**src/rtl/mips_instr_decoder.sv**
```systemverilog
// MIPS decode stage: splits fetch words into fields and control for execute, behind a registered output plus skid slot.
// Optional: define DECODE_SEQ_EN to decode R-format funct 0x2E as seq; otherwise it is reported illegal.
module mips_instr_decoder #(
    parameter int          ILL_CNT_W = 8,
    parameter logic [31:0] RESET_NOP = 32'h0000_0000
) (
    input  logic                 clk,
    input  logic                 rst_n,
    input  logic                 in_valid,
    output logic                 in_ready,
    input  logic [31:0]          in_instr,
    output logic                 out_valid,
    input  logic                 out_ready,
    output logic [31:0]          out_instr,
    output logic [4:0]           out_rs,
    output logic [4:0]           out_rt,
    output logic [4:0]           out_rd,
    output logic [4:0]           out_shamt,
    output logic [31:0]          out_imm,
    output logic [4:0]           out_alu_op,
    output logic [4:0]           out_dest,
    output logic                 out_reg_write,
    output logic                 out_mem_read,
    output logic                 out_mem_write,
    output logic                 out_hilo_write,
    output logic                 out_syscall,
    output logic                 out_illegal,
    output logic [ILL_CNT_W-1:0] ill_count
);

    typedef enum logic [4:0] {
        ALU_ADD   = 5'd0,  ALU_SUB  = 5'd1,  ALU_AND  = 5'd2,  ALU_OR    = 5'd3,
        ALU_XOR   = 5'd4,  ALU_NOR  = 5'd5,  ALU_SLT  = 5'd6,  ALU_SLTU  = 5'd7,
        ALU_SLL   = 5'd8,  ALU_SRL  = 5'd9,  ALU_SRA  = 5'd10, ALU_LUI   = 5'd11,
        ALU_MFHI  = 5'd12, ALU_MFLO = 5'd13, ALU_MTHI = 5'd14, ALU_MTLO  = 5'd15,
        ALU_MULT  = 5'd16, ALU_MULTU = 5'd17, ALU_DIV = 5'd18, ALU_DIVU  = 5'd19,
        ALU_SEQ   = 5'd20, ALU_NONE = 5'd31
    } alu_op_e;

    typedef struct packed {
        logic [31:0] instr;
        logic [4:0]  rs;
        logic [4:0]  rt;
        logic [4:0]  rd;
        logic [4:0]  shamt;
        logic [31:0] imm;
        alu_op_e     alu_op;
        logic [4:0]  dest;
        logic        reg_write;
        logic        mem_read;
        logic        mem_write;
        logic        hilo_write;
        logic        syscall;
        logic        illegal;
    } bundle_t;

    localparam bundle_t C_RESET_BUNDLE = '{instr: RESET_NOP, alu_op: ALU_ADD, default: '0};

    logic [5:0]  w_opcode;
    logic [5:0]  w_funct;
    logic [15:0] w_imm16;
    alu_op_e     w_alu_op;
    logic        w_legal;
    logic        w_gpr;
    logic [31:0] w_imm;
    logic        w_mem_read;
    logic        w_mem_write;
    logic        w_hilo;
    logic        w_sys;
    logic [4:0]  w_dest;
    bundle_t     w_dec;
    logic        w_accept;
    logic        w_consume;

    bundle_t               r_out;
    logic                  r_out_valid;
    bundle_t               r_skid;
    logic                  r_skid_valid;
    logic                  r_in_ready;
    logic [ILL_CNT_W-1:0]  r_ill_count;

    assign w_opcode = in_instr[31:26];
    assign w_funct  = in_instr[5:0];
    assign w_imm16  = in_instr[15:0];

    always_comb begin
        w_alu_op    = ALU_NONE;
        w_legal     = 1'b1;
        w_gpr       = 1'b0;
        w_imm       = 32'h0;
        w_mem_read  = 1'b0;
        w_mem_write = 1'b0;
        w_hilo      = 1'b0;
        w_sys       = 1'b0;
        if (w_opcode == 6'h00) begin
            case (w_funct)
                6'h21: begin w_alu_op = ALU_ADD;   w_gpr  = 1'b1; end
                6'h23: begin w_alu_op = ALU_SUB;   w_gpr  = 1'b1; end
                6'h24: begin w_alu_op = ALU_AND;   w_gpr  = 1'b1; end
                6'h25: begin w_alu_op = ALU_OR;    w_gpr  = 1'b1; end
                6'h26: begin w_alu_op = ALU_XOR;   w_gpr  = 1'b1; end
                6'h27: begin w_alu_op = ALU_NOR;   w_gpr  = 1'b1; end
                6'h2A: begin w_alu_op = ALU_SLT;   w_gpr  = 1'b1; end
                6'h2B: begin w_alu_op = ALU_SLTU;  w_gpr  = 1'b1; end
                6'h00, 6'h04: begin w_alu_op = ALU_SLL; w_gpr = 1'b1; end
                6'h02, 6'h06: begin w_alu_op = ALU_SRL; w_gpr = 1'b1; end
                6'h03, 6'h07: begin w_alu_op = ALU_SRA; w_gpr = 1'b1; end
                6'h10: begin w_alu_op = ALU_MFHI;  w_gpr  = 1'b1; end
                6'h12: begin w_alu_op = ALU_MFLO;  w_gpr  = 1'b1; end
                6'h11: begin w_alu_op = ALU_MTHI;  w_hilo = 1'b1; end
                6'h13: begin w_alu_op = ALU_MTLO;  w_hilo = 1'b1; end
                6'h18: begin w_alu_op = ALU_MULT;  w_hilo = 1'b1; end
                6'h19: begin w_alu_op = ALU_MULTU; w_hilo = 1'b1; end
                6'h1A: begin w_alu_op = ALU_DIV;   w_hilo = 1'b1; end
                6'h1B: begin w_alu_op = ALU_DIVU;  w_hilo = 1'b1; end
                6'h0C: begin w_alu_op = ALU_ADD;   w_sys  = 1'b1; end
`ifdef DECODE_SEQ_EN
                6'h2E: begin w_alu_op = ALU_SEQ;   w_gpr  = 1'b1; end
`endif
                default: w_legal = 1'b0;
            endcase
        end else begin
            case (w_opcode)
                6'h09: begin w_alu_op = ALU_ADD;  w_gpr = 1'b1; w_imm = {{16{w_imm16[15]}}, w_imm16}; end
                6'h0A: begin w_alu_op = ALU_SLT;  w_gpr = 1'b1; w_imm = {{16{w_imm16[15]}}, w_imm16}; end
                6'h0B: begin w_alu_op = ALU_SLTU; w_gpr = 1'b1; w_imm = {{16{w_imm16[15]}}, w_imm16}; end
                6'h0C: begin w_alu_op = ALU_AND;  w_gpr = 1'b1; w_imm = {16'h0, w_imm16}; end
                6'h0D: begin w_alu_op = ALU_OR;   w_gpr = 1'b1; w_imm = {16'h0, w_imm16}; end
                6'h0E: begin w_alu_op = ALU_XOR;  w_gpr = 1'b1; w_imm = {16'h0, w_imm16}; end
                6'h0F: begin w_alu_op = ALU_LUI;  w_gpr = 1'b1; w_imm = {w_imm16, 16'h0}; end
                6'h23: begin
                    w_alu_op   = ALU_ADD;
                    w_gpr      = 1'b1;
                    w_mem_read = 1'b1;
                    w_imm      = {{16{w_imm16[15]}}, w_imm16};
                end
                6'h2B: begin
                    w_alu_op    = ALU_ADD;
                    w_mem_write = 1'b1;
                    w_imm       = {{16{w_imm16[15]}}, w_imm16};
                end
                default: w_legal = 1'b0;
            endcase
        end
    end

    assign w_dest = w_gpr ? ((w_opcode == 6'h00) ? in_instr[15:11] : in_instr[20:16]) : 5'd0;

    // Unsupported encodings collapse to a bundle that execute can safely ignore.
    always_comb begin
        w_dec            = '0;
        w_dec.instr      = in_instr;
        w_dec.rs         = in_instr[25:21];
        w_dec.rt         = in_instr[20:16];
        w_dec.rd         = in_instr[15:11];
        w_dec.shamt      = in_instr[10:6];
        w_dec.alu_op     = ALU_NONE;
        w_dec.illegal    = 1'b1;
        if (w_legal) begin
            w_dec.imm        = w_imm;
            w_dec.alu_op     = w_alu_op;
            w_dec.dest       = w_dest;
            w_dec.reg_write  = w_gpr && (w_dest != 5'd0);
            w_dec.mem_read   = w_mem_read;
            w_dec.mem_write  = w_mem_write;
            w_dec.hilo_write = w_hilo;
            w_dec.syscall    = w_sys;
            w_dec.illegal    = 1'b0;
        end
    end

    assign w_accept  = in_valid && r_in_ready;
    assign w_consume = r_out_valid && out_ready;

    // in_ready only tracks skid occupancy, so it never depends combinationally on out_ready.
    always_ff @(posedge clk or negedge rst_n) begin
        if (!rst_n) begin
            r_out        <= C_RESET_BUNDLE;
            r_out_valid  <= 1'b0;
            r_skid       <= '0;
            r_skid_valid <= 1'b0;
            r_in_ready   <= 1'b0;
        end else if (r_skid_valid) begin
            if (w_consume) begin
                r_out        <= r_skid;
                r_skid_valid <= 1'b0;
                r_in_ready   <= 1'b1;
            end
        end else begin
            r_in_ready <= 1'b1;
            if (w_accept) begin
                if (!r_out_valid || out_ready) begin
                    r_out       <= w_dec;
                    r_out_valid <= 1'b1;
                end else begin
                    r_skid       <= w_dec;
                    r_skid_valid <= 1'b1;
                    r_in_ready   <= 1'b0;
                end
            end else if (w_consume) begin
                r_out_valid <= 1'b0;
            end
        end
    end

    always_ff @(posedge clk or negedge rst_n) begin
        if (!rst_n) begin
            r_ill_count <= '0;
        end else if (w_accept && w_dec.illegal && (r_ill_count != '1)) begin
            r_ill_count <= r_ill_count + ILL_CNT_W'(1);
        end
    end

    assign in_ready       = r_in_ready;
    assign out_valid      = r_out_valid;
    assign out_instr      = r_out.instr;
    assign out_rs         = r_out.rs;
    assign out_rt         = r_out.rt;
    assign out_rd         = r_out.rd;
    assign out_shamt      = r_out.shamt;
    assign out_imm        = r_out.imm;
    assign out_alu_op     = r_out.alu_op;
    assign out_dest       = r_out.dest;
    assign out_reg_write  = r_out.reg_write;
    assign out_mem_read   = r_out.mem_read;
    assign out_mem_write  = r_out.mem_write;
    assign out_hilo_write = r_out.hilo_write;
    assign out_syscall    = r_out.syscall;
    assign out_illegal    = r_out.illegal;
    assign ill_count      = r_ill_count;

endmodule
```
**config.mk**
```make
export PLATFORM = sky130hd
export DESIGN_NAME = mips_instr_decoder
export DESIGN_NICKNAME = d
export VERILOG_FILES = /design/src/rtl/mips_instr_decoder.sv
export SDC_FILE = /design/constraint.sdc
export NUM_CORES = 1
export LEC_CHECK = 0
export ABC_CLOCK_PERIOD_IN_PS = 1850
export CORE_ASPECT_RATIO = 0.75
export CORE_MARGIN = 10
export CORE_UTILIZATION = 48
export DETAILED_ROUTE_END_ITERATION = 7
export GPL_ROUTABILITY_DRIVEN = 0
export PLACE_DENSITY = 0.86
export RECOVER_POWER = 100
export SYNTH_ARGS = -nofsm -noshare
export SYNTH_HDL_FRONTEND = slang
export SYNTH_SLANG_ARGS = --single-unit
```
**constraint.sdc**
```tcl
create_clock -name clk -period 1.85 [get_ports clk]
set_input_delay 0.555 -clock clk [delete_from_list [all_inputs] [get_ports clk]]
set_output_delay 0.555 -clock clk [all_outputs]
set_load 0.05 [all_outputs]
```
==> impl_metrics.xml, run 1 <==
<?xml version="1.0" encoding="UTF-8"?>
<metrics>
  <group name="outcome">
    <metric name="outcome" unit="">finished with violations</metric>
    <metric name="failing_checks" unit="">setup timing</metric>
  </group>
  <group name="sta">
    <metric name="finalCriticalPeriod" unit="ns">2.01</metric>
    <metric name="setup_viol" unit="">54</metric>
    <metric name="period_share" unit="%">109</metric>
    <metric name="timing.clock.skew" unit="ns">0.0142</metric>
    <metric name="worst_slack" unit="ns">-0.160</metric>
    <metric name="hold_violations" unit="">0</metric>
    <metric name="hold_slack" unit="ns">0.481</metric>
    <metric name="tightest_slew" unit="ns">0.760</metric>
    <metric name="final_max_slew_viol_count" unit="">0</metric>
    <metric name="totalNegativeSetupSlack" unit="ns">-3.27</metric>
    <metric name="rsz0062_at_grt" unit="">yes</metric>
    <metric name="timing.slew.headroom" unit="%">48.9</metric>
    <metric name="fmax" unit="GHz">0.498</metric>
  </group>
  <group name="worst_hold_path">
    <metric name="hp-start" unit="">r_skid[84]</metric>
    <metric name="timing.hold.worst_endpoint" unit="">r_skid[84]</metric>
    <metric name="worstHoldPathCells" unit="">2</metric>
    <metric name="worst_hold_path_type" unit="">reg2reg</metric>
  </group>
  <group name="layout">
    <metric name="fin_cells" unit="">1322</metric>
    <metric name="num-fill-cells" unit="">1211</metric>
    <metric name="seq_area" unit="sq um">4290</metric>
    <metric name="multi_input_comb_area" unit="sq um">3960</metric>
    <metric name="num-nets-final" unit="">1131</metric>
    <metric name="n_antenna_cell" unit="">0</metric>
    <metric name="most_common_cell_after_layout_fill_and_taps_aside" unit="">sky130_fd_sc_hd__nand2_1</metric>
    <metric name="drive_above_1_share" unit="%">34.0</metric>
    <metric name="mostFrequentLayoutCells" unit="">sky130_fd_sc_hd__nand2_1, sky130_fd_sc_hd__dfrtp_1, sky130_fd_sc_hd__clkbuf_2, sky130_fd_sc_hd__buf_4, sky130_fd_sc_hd__o21ai_0</metric>
    <metric name="area.growth.synth_to_final" unit="%">38.3</metric>
  </group>
  <group name="route">
    <metric name="detail_route.wl_per_cell" unit="microns">21.2</metric>
    <metric name="vias_per_cell" unit="">6.01</metric>
    <metric name="detail_route.first_pass.iterations" unit="">6</metric>
    <metric name="antenna_violating_nets_remaining" unit="">0</metric>
    <metric name="drt_first_iter_violations" unit="">901</metric>
    <metric name="drt-total-wl" unit="microns">28000</metric>
    <metric name="drc" unit="">0</metric>
    <metric name="detailroute.via_count" unit="">7940</metric>
  </group>
  <group name="critical_path">
    <metric name="critPathRequiredTime" unit="ns">2.18</metric>
    <metric name="timing.critical_path.mode_cell" unit="">sky130_fd_sc_hd__buf_12</metric>
    <metric name="critical_path.cell_chain" unit="">buf_6, or4b_4, o32ai_4, nor3_4, a211oi_4, buf_12, buf_12, a21oi_2, o31ai_2</metric>
    <metric name="r2r.worst_path.cells" unit="">7</metric>
    <metric name="worst-path-max-fanout" unit="">7</metric>
    <metric name="critical-path-slowest-cell" unit="">sky130_fd_sc_hd__or4b_4</metric>
    <metric name="timing.critical_path.to_type" unit="">register</metric>
    <metric name="cpPeakStageDelay" unit="ns">0.54</metric>
    <metric name="critical_path.reg2reg.endpoint" unit="">out_imm[23]</metric>
    <metric name="worst_r2r_startpoint" unit="">r_skid_valid</metric>
    <metric name="cp-start-kind" unit="">input port</metric>
    <metric name="timing.setup.critical_path_class" unit="">in2reg</metric>
    <metric name="critical_path_buf_inv_count" unit="">3</metric>
    <metric name="critPathTopFamily" unit="">compound AO/OA/AOI/OAI gates</metric>
    <metric name="timing.critical_path.arrival" unit="ns">2.34</metric>
    <metric name="regToRegSetupSlack" unit="ns">-0.04</metric>
  </group>
  <group name="synth">
    <metric name="synth.yosys.warnings" unit="">0</metric>
    <metric name="ys_top_cells_by_area" unit="">sky130_fd_sc_hd__dfrtp_1, sky130_fd_sc_hd__nand2_1, sky130_fd_sc_hd__mux2i_1, sky130_fd_sc_hd__o21ai_0, sky130_fd_sc_hd__a21oi_1</metric>
    <metric name="synth_enable_flop_cells" unit="">0</metric>
    <metric name="cell_count_after_synthesis" unit="">899</metric>
    <metric name="synth.cell_area" unit="sq um">8250</metric>
    <metric name="synth_top_family_by_area" unit="">compound AO/OA/AOI/OAI gates</metric>
    <metric name="share_of_synthesized_cell_area_in_and_or_nand_and_nor_gates" unit="%">17.2</metric>
    <metric name="xor_xnor_fraction_of_synth_area" unit="%">0.955</metric>
    <metric name="synth-seq-area-share" unit="%">51.8</metric>
    <metric name="synth_top_area_share" unit="%">51.8</metric>
    <metric name="dominantRegCellSynth" unit="">sky130_fd_sc_hd__dfrtp_1</metric>
    <metric name="synth-async-reset-ratio" unit="%">100</metric>
    <metric name="synth-compound-area-share" unit="%">19.2</metric>
    <metric name="adder_and_majority_gate_portion_of_the_synthesized_area" unit="%">0.152</metric>
    <metric name="netlist.top_cell.by_area" unit="">sky130_fd_sc_hd__dfrtp_1</metric>
    <metric name="postSynthRegisterBits" unit="">171</metric>
    <metric name="syn_area_per_cell" unit="sq um">9.18</metric>
    <metric name="syn_nets" unit="">936</metric>
    <metric name="synth_mux_area_share" unit="%">5.00</metric>
    <metric name="post_synthesis_cell_type_count" unit="">61</metric>
  </group>
  <group name="pwr">
    <metric name="total_leakage_power" unit="nW">5.28</metric>
    <metric name="power.density_cell_area" unit="nW/um^2">1960</metric>
    <metric name="ir_drop" unit="mV">0.914</metric>
    <metric name="power_frac_comb" unit="%">53.4</metric>
    <metric name="seqPwrFrac" unit="%">29.7</metric>
    <metric name="power.net_switching" unit="mW">11.0</metric>
    <metric name="power_frac_clock" unit="%">16.9</metric>
    <metric name="power_switching_share" unit="%">49.2</metric>
    <metric name="internal_power" unit="mW">11.4</metric>
  </group>
  <group name="global_route">
    <metric name="grt_pass1_vias" unit="">7618</metric>
    <metric name="globalRoute.totalOverflow" unit="">0</metric>
    <metric name="grt_first_pass_wirelength" unit="microns">40400</metric>
    <metric name="number_of_antenna_violations_at_the_first_check_in_global_routing" unit="">0</metric>
    <metric name="grt_max_degree" unit="">70</metric>
    <metric name="tot_gr_track_use" unit="%">22.0</metric>
  </group>
  <group name="clocking">
    <metric name="number_of_clock_buffers_inserted_by_tritoncts" unit="">17</metric>
    <metric name="tritoncts_clock_tree" unit="">done</metric>
    <metric name="htree_levels" unit="">4</metric>
    <metric name="clkSinkCount" unit="">171</metric>
    <metric name="clock_tree.buffer_depth" unit="">2</metric>
    <metric name="clk_latency" unit="ns">0.44</metric>
    <metric name="clock_root_buffer" unit="">sky130_fd_sc_hd__clkbuf_16</metric>
    <metric name="clkTransAtPathRegs" unit="ns">0.07</metric>
  </group>
  <group name="floorplan">
    <metric name="ioPinCount" unit="">146</metric>
    <metric name="die-height" unit="microns">134</metric>
    <metric name="std_cell_rows" unit="">41</metric>
    <metric name="die_width" unit="microns">171</metric>
    <metric name="dieArea" unit="sq um">22900</metric>
    <metric name="start_util" unit="%">49.0</metric>
    <metric name="core_area" unit="sq um">16800</metric>
  </group>
  <group name="job">
    <metric name="maxCapViolCount" unit="">0</metric>
  </group>
  <group name="placed_design">
    <metric name="post-place-cells" unit="">1268</metric>
    <metric name="pre_cts_slack" unit="ns">-0.994</metric>
    <metric name="port_buffers" unit="">145</metric>
    <metric name="dp.final_hpwl" unit="microns">17500</metric>
  </group>
</metrics>
state kept, by name, summed over array words and instances, names as in the netlist:
name / flops
out_instr: 32
ill_count: 8
out_imm: 32
out_mem_read: 1
out_mem_write: 1
out_illegal: 1
in_ready: 1
out_alu_op: 5
out_syscall: 1
r_skid_valid: 1
out_reg_write: 1
out_valid: 1
out_dest: 5
out_hilo_write: 1
r_skid: 80
tightest hold or removal path, stage by stage, from the launching register on:
cell and delay, ns:
sky130_fd_sc_hd__dfrtp_1 0.34, sky130_fd_sc_hd__nand2_1 0.05, sky130_fd_sc_hd__nand2_1 0.06
how the worst max path moves through the flow:
stage,startpoint,endpoint,cells past startpoint
finish,in_instr[3],out_imm[23],9
global route,in_instr[27],out_imm[23],10
CTS,in_instr[3],out_imm[21],9
detailed placement,in_instr[5],out_reg_write,6
global placement,in_instr[31],r_skid[39],6
floorplan,in_instr[4],out_imm[29],8
cell families (layout without fill, tap and decap cells):
family                     after synthesis  count (layout)
DFF                                    171             171
and+or+nand+nor                        326             326
xor gates and xnor gates                 9               9
adders and majority gates                1               1
muxes                                   41              41
buffers and inverters                  101             309
AOI/OAI and AO/OA                      250             250
what timing repair did:
action / 4_1_cts / 5_1_grt
resized for setup: 82 / 67
endpoints found under the hold margin: 16 / 0
setup endpoints to repair: 99 / 86
pin swaps: 18 / 27
gates cloned: 0 / 3
setup buffers: 12 / 9
hold buffers: 1 / 0
power by group through the flow:
stage	logic [mW]	clock network, mW	registers (mW)
after global routing	12.7	3.96	6.82
after detailed placement	12.4	0	6.76
after floorplan	4.65	0	9.50
after global placement	12.1	0	6.65
final	12.0	3.80	6.65
after CTS	12.6	3.78	6.73
final cells by class:
type	instances	share of cell area (%)
Clock inverter	13	1.44
Clock buffer	19	3.97
Sequential cell	171	37.6
Multi-Input combinational cell	627	34.7
Tap cell	215	2.36
Timing Repair Buffer	267	19.6
Inverter	10	0.329
per-layer routing:
layer / GRT usage, % / vias to the layer above / wire (microns)
li1: - / 3472 / -
met1: 28.8 / 3878 / 11000
met2: 34.0 / 507 / 13000
met3: 6.58 / 83 / 2980
met4: 7.33 / 0 / 961
met5: 0 / - / 0
cell usage after synthesis (all sizes together), types with 2 or more instances:
| cell | count |
|---|---|
| and3 | 4 |
| o21a | 20 |
| xor2 | 5 |
| o211ai | 18 |
| mux2i | 39 |
| nand3 | 9 |
| nor3b | 2 |
| inv | 10 |
| nand2b | 4 |
| or4 | 3 |
| a211oi | 4 |
| nor3 | 8 |
| nor2 | 42 |
| nand4 | 4 |
| o21bai | 2 |
| o31ai | 21 |
| a21o | 3 |
| nor4 | 4 |
| dfrtp | 171 |
| o22ai | 8 |
| xnor2 | 4 |
| a21oi | 72 |
| a221oi | 2 |
| o41ai | 2 |
| or2 | 2 |
| mux2 | 2 |
| a31oi | 7 |
| or3 | 2 |
| clkbuf | 56 |
| and2 | 3 |
| buf | 35 |
| nor4b | 3 |
| nand3b | 2 |
| o21ai | 85 |
| nand2 | 228 |
per-stage QoR:
stage                     instance area, sq um  utilization (%)  power (mW)
final                                    11400             67.8        22.4
after global routing                     11400             67.8        23.5
after CTS                                11700             69.3        23.1
after detailed placement                 10800             64.0        19.1
after global placement                   10800             64.0        18.7
after floorplan                           8340                -        14.2
No activity file was read; power rests on OpenSTA's default activity.
==> run 2: changes to the inputs <==
--- a/config.mk
+++ b/config.mk
@@ -5,13 +5,14 @@
 export SDC_FILE = /design/constraint.sdc
 export NUM_CORES = 1
 export LEC_CHECK = 0
-export ABC_CLOCK_PERIOD_IN_PS = 1850
+export ABC_CLOCK_PERIOD_IN_PS = 2600
 export CORE_ASPECT_RATIO = 0.75
 export CORE_MARGIN = 10
-export CORE_UTILIZATION = 48
+export CORE_UTILIZATION = 57
 export DETAILED_ROUTE_END_ITERATION = 7
 export GPL_ROUTABILITY_DRIVEN = 0
-export PLACE_DENSITY = 0.86
+export MAX_ROUTING_LAYER = met4
+export PLACE_DENSITY = 0.94
 export RECOVER_POWER = 100
 export SYNTH_ARGS = -nofsm -noshare
 export SYNTH_HDL_FRONTEND = slang
==> constraint.sdc (replaced) <==
create_clock -name clk -period 2.6 [get_ports clk]
set_input_delay 0.78 -clock clk [delete_from_list [all_inputs] [get_ports clk]]
set_output_delay 0.78 -clock clk [all_outputs]
set_load 0.05 [all_outputs]
==> run 2 against run 1 <==
Net effect: the run ends with capacitance limit, slew limit left; count of clock-buffer cells in the layout did not move; total power shrank 32%; register-to-register slack better by 0.42 ns; global-route usage rose by 3.0 points; hold slack lost 0.0043 ns; clock power shrank 35%; largest cell class unchanged; critical endpoint is now out_reg_write; combinational power is 33% lower; sequential power shrank 29%; final area down 4.3%; flip-flop and latch count unchanged.
==> impl_metrics.xml, run 2 (synthesis results as in run 1) <==
<?xml version="1.0" encoding="UTF-8"?>
<metrics>
  <group name="global_route">
    <metric name="globalRoute.totalOverflow" unit="">0</metric>
    <metric name="tot_gr_track_use" unit="%">25.0</metric>
    <metric name="grt_max_degree" unit="">95</metric>
    <metric name="grt_pass1_vias" unit="">7590</metric>
    <metric name="grt_first_pass_wirelength" unit="microns">39900</metric>
    <metric name="number_of_antenna_violations_at_the_first_check_in_global_routing" unit="">0</metric>
  </group>
  <group name="floorplan">
    <metric name="ioPinCount" unit="">146</metric>
    <metric name="std_cell_rows" unit="">37</metric>
    <metric name="die_width" unit="microns">159</metric>
    <metric name="start_util" unit="%">59.2</metric>
    <metric name="die-height" unit="microns">124</metric>
    <metric name="core_area" unit="sq um">13900</metric>
    <metric name="dieArea" unit="sq um">19700</metric>
  </group>
  <group name="layout">
    <metric name="area.growth.synth_to_final" unit="%">32.3</metric>
    <metric name="largest_register" unit="">r_skid</metric>
    <metric name="multi_input_comb_area" unit="sq um">3600</metric>
    <metric name="largest_register_ffs" unit="">80</metric>
    <metric name="n_antenna_cell" unit="">0</metric>
    <metric name="num-nets-final" unit="">1094</metric>
    <metric name="most_common_cell_after_layout_fill_and_taps_aside" unit="">sky130_fd_sc_hd__nand2_1</metric>
    <metric name="mostFrequentLayoutCells" unit="">sky130_fd_sc_hd__nand2_1, sky130_fd_sc_hd__dfrtp_1, sky130_fd_sc_hd__clkdlybuf4s50_1, sky130_fd_sc_hd__o21ai_0, sky130_fd_sc_hd__buf_4</metric>
    <metric name="num-fill-cells" unit="">840</metric>
    <metric name="seq_area" unit="sq um">4280</metric>
    <metric name="drive_above_1_share" unit="%">15.3</metric>
  </group>
  <group name="placed_design">
    <metric name="port_buffers" unit="">145</metric>
    <metric name="dp.final_hpwl" unit="microns">16200</metric>
  </group>
  <group name="job">
    <metric name="maxCapViolCount" unit="">1</metric>
  </group>
  <group name="sta">
    <metric name="timing.slew.headroom" unit="%">-12.8</metric>
    <metric name="tightest_slew" unit="ns">1.69</metric>
    <metric name="timing.clock.skew" unit="ns">0.00700</metric>
    <metric name="final_max_slew_viol_count" unit="">67</metric>
    <metric name="hold_violations" unit="">0</metric>
    <metric name="rsz0062_at_grt" unit="">yes</metric>
    <metric name="hold_slack" unit="ns">0.477</metric>
    <metric name="fmax" unit="GHz">0.391</metric>
    <metric name="period_share" unit="%">98.5</metric>
    <metric name="setup_viol" unit="">0</metric>
    <metric name="finalCriticalPeriod" unit="ns">2.56</metric>
    <metric name="totalNegativeSetupSlack" unit="ns">0</metric>
  </group>
  <group name="critical_path">
    <metric name="timing.critical_path.to_type" unit="">register</metric>
    <metric name="critPathRequiredTime" unit="ns">2.96</metric>
    <metric name="regToRegSetupSlack" unit="ns">0.38</metric>
    <metric name="timing.critical_path.arrival" unit="ns">2.92</metric>
    <metric name="worst-path-max-fanout" unit="">6</metric>
    <metric name="critical_path.reg2reg.endpoint" unit="">r_skid[12]</metric>
    <metric name="timing.setup.critical_path_class" unit="">in2reg</metric>
    <metric name="r2r.worst_path.cells" unit="">5</metric>
    <metric name="worst_r2r_startpoint" unit="">r_skid_valid</metric>
    <metric name="cp-start-kind" unit="">input port</metric>
  </group>
  <group name="worst_hold_path">
    <metric name="worstHoldPathCells" unit="">2</metric>
    <metric name="worst_hold_path_type" unit="">reg2reg</metric>
    <metric name="hp-start" unit="">r_skid[73]</metric>
    <metric name="timing.hold.worst_endpoint" unit="">r_skid[73]</metric>
  </group>
  <group name="route">
    <metric name="antenna_violating_nets_remaining" unit="">0</metric>
    <metric name="drt_first_iter_violations" unit="">818</metric>
    <metric name="detail_route.wl_per_cell" unit="microns">19.7</metric>
    <metric name="drt-total-wl" unit="microns">24900</metric>
    <metric name="detailroute.via_count" unit="">7585</metric>
    <metric name="detail_route.first_pass.iterations" unit="">5</metric>
    <metric name="vias_per_cell" unit="">6.00</metric>
    <metric name="drc" unit="">0</metric>
  </group>
  <group name="clocking">
    <metric name="number_of_clock_buffers_inserted_by_tritoncts" unit="">17</metric>
    <metric name="clkTransAtPathRegs" unit="ns">0.07</metric>
    <metric name="htree_levels" unit="">4</metric>
    <metric name="clock_root_buffer" unit="">sky130_fd_sc_hd__clkbuf_16</metric>
    <metric name="tritoncts_clock_tree" unit="">done</metric>
    <metric name="clkSinkCount" unit="">171</metric>
    <metric name="clock_tree.buffer_depth" unit="">2</metric>
    <metric name="clk_latency" unit="ns">0.44</metric>
  </group>
  <group name="pwr">
    <metric name="total_leakage_power" unit="nW">4.82</metric>
    <metric name="ir_drop" unit="mV">0.857</metric>
    <metric name="power.density_cell_area" unit="nW/um^2">1400</metric>
  </group>
  <group name="outcome">
    <metric name="outcome" unit="">finished with violations</metric>
    <metric name="failing_checks" unit="">capacitance limit, slew limit</metric>
  </group>
</metrics>
==> run 2: changes by cell type in the layout (fill, tap and decap cells not counted), sizes merged, moves of 2 or more <==
cell           before  now
dlymetal6s2s        0    3
buf               143   78
clkdlybuf4s50      22  137
clkbuf            118   28
clkinv              5    7
bufinv              3    1
==> run 2: final cells by class <==
class	instances	area share [%]
flip-flops and latches	171	39.2
repair buffers	230	20.0
inverters	10	0.344
clock buffers	19	4.15
well taps	195	2.23
clock inverters	13	1.07
multi-input cells	627	33.0
==> run 2: per-stage QoR <==
step	worst slack (ns)	cells	power [mW]	area (sq um)	util [%]
6_report	0.0397	1265	15.3	10900	78.4
5_1_grt	-0.0448	1265	16.0	10900	78.4
4_1_cts	0.00692	1260	15.3	10900	77.9
3_5_place_dp	-0.553	1228	12.7	10300	73.6
3_3_place_gp	-0.422	1228	12.4	10300	73.6
2_1_floorplan	0.0136	899	10.0	8250	-
==> run 2: critical path, stage by stage <==
cell	delay, ns
sky130_fd_sc_hd__clkdlybuf4s50_1	0.46
sky130_fd_sc_hd__or4b_4	0.52
sky130_fd_sc_hd__o32ai_4	0.16
sky130_fd_sc_hd__nor3_4	0.10
sky130_fd_sc_hd__buf_4	0.15
sky130_fd_sc_hd__or4_4	0.54
sky130_fd_sc_hd__o22ai_1	0.19
==> run 2: worst max path at each step <==
stage / end / start / slack [ns]
floorplan: ill_count[1] / in_instr[27] / 0.01
global placement: r_skid[43] / in_instr[31] / -0.42
detailed placement: r_skid[41] / in_instr[31] / -0.55
CTS: out_imm[20] / in_instr[0] / 0.007
global route: out_alu_op[1] / in_instr[5] / -0.04
finish: out_reg_write / in_instr[5] / 0.04
==> run 2: power breakdown <==
group / total (mW) / leakage [nW] / switching (mW) / internal (mW)
combinational: 8.07 / 2.39 / 5.38 / 2.69
sequential: 4.70 / 2.15 / 0.847 / 3.85
clock: 2.48 / 0.281 / 1.10 / 1.37
==> run 2: layer usage <==
layer	share of wire, %	GRT usage (%)	up-vias
met4	3.0	9.30	0
met3	8.4	5.67	65
met2	48	38.7	423
met1	41	31.6	3699
li1	-	-	3398
met5	0	-	-
==> run 2: timing repair <==
| item | 4_1_cts | 5_1_grt |
|---|---|---|
| pin swaps | 0 | 7 |
| hold buffers | 0 | 0 |
| buffers inserted | 0 | 4 |
| cloned | 0 | 1 |
| gates resized for setup | 7 | 19 |
| endpoints found under the setup margin | 24 | 31 |
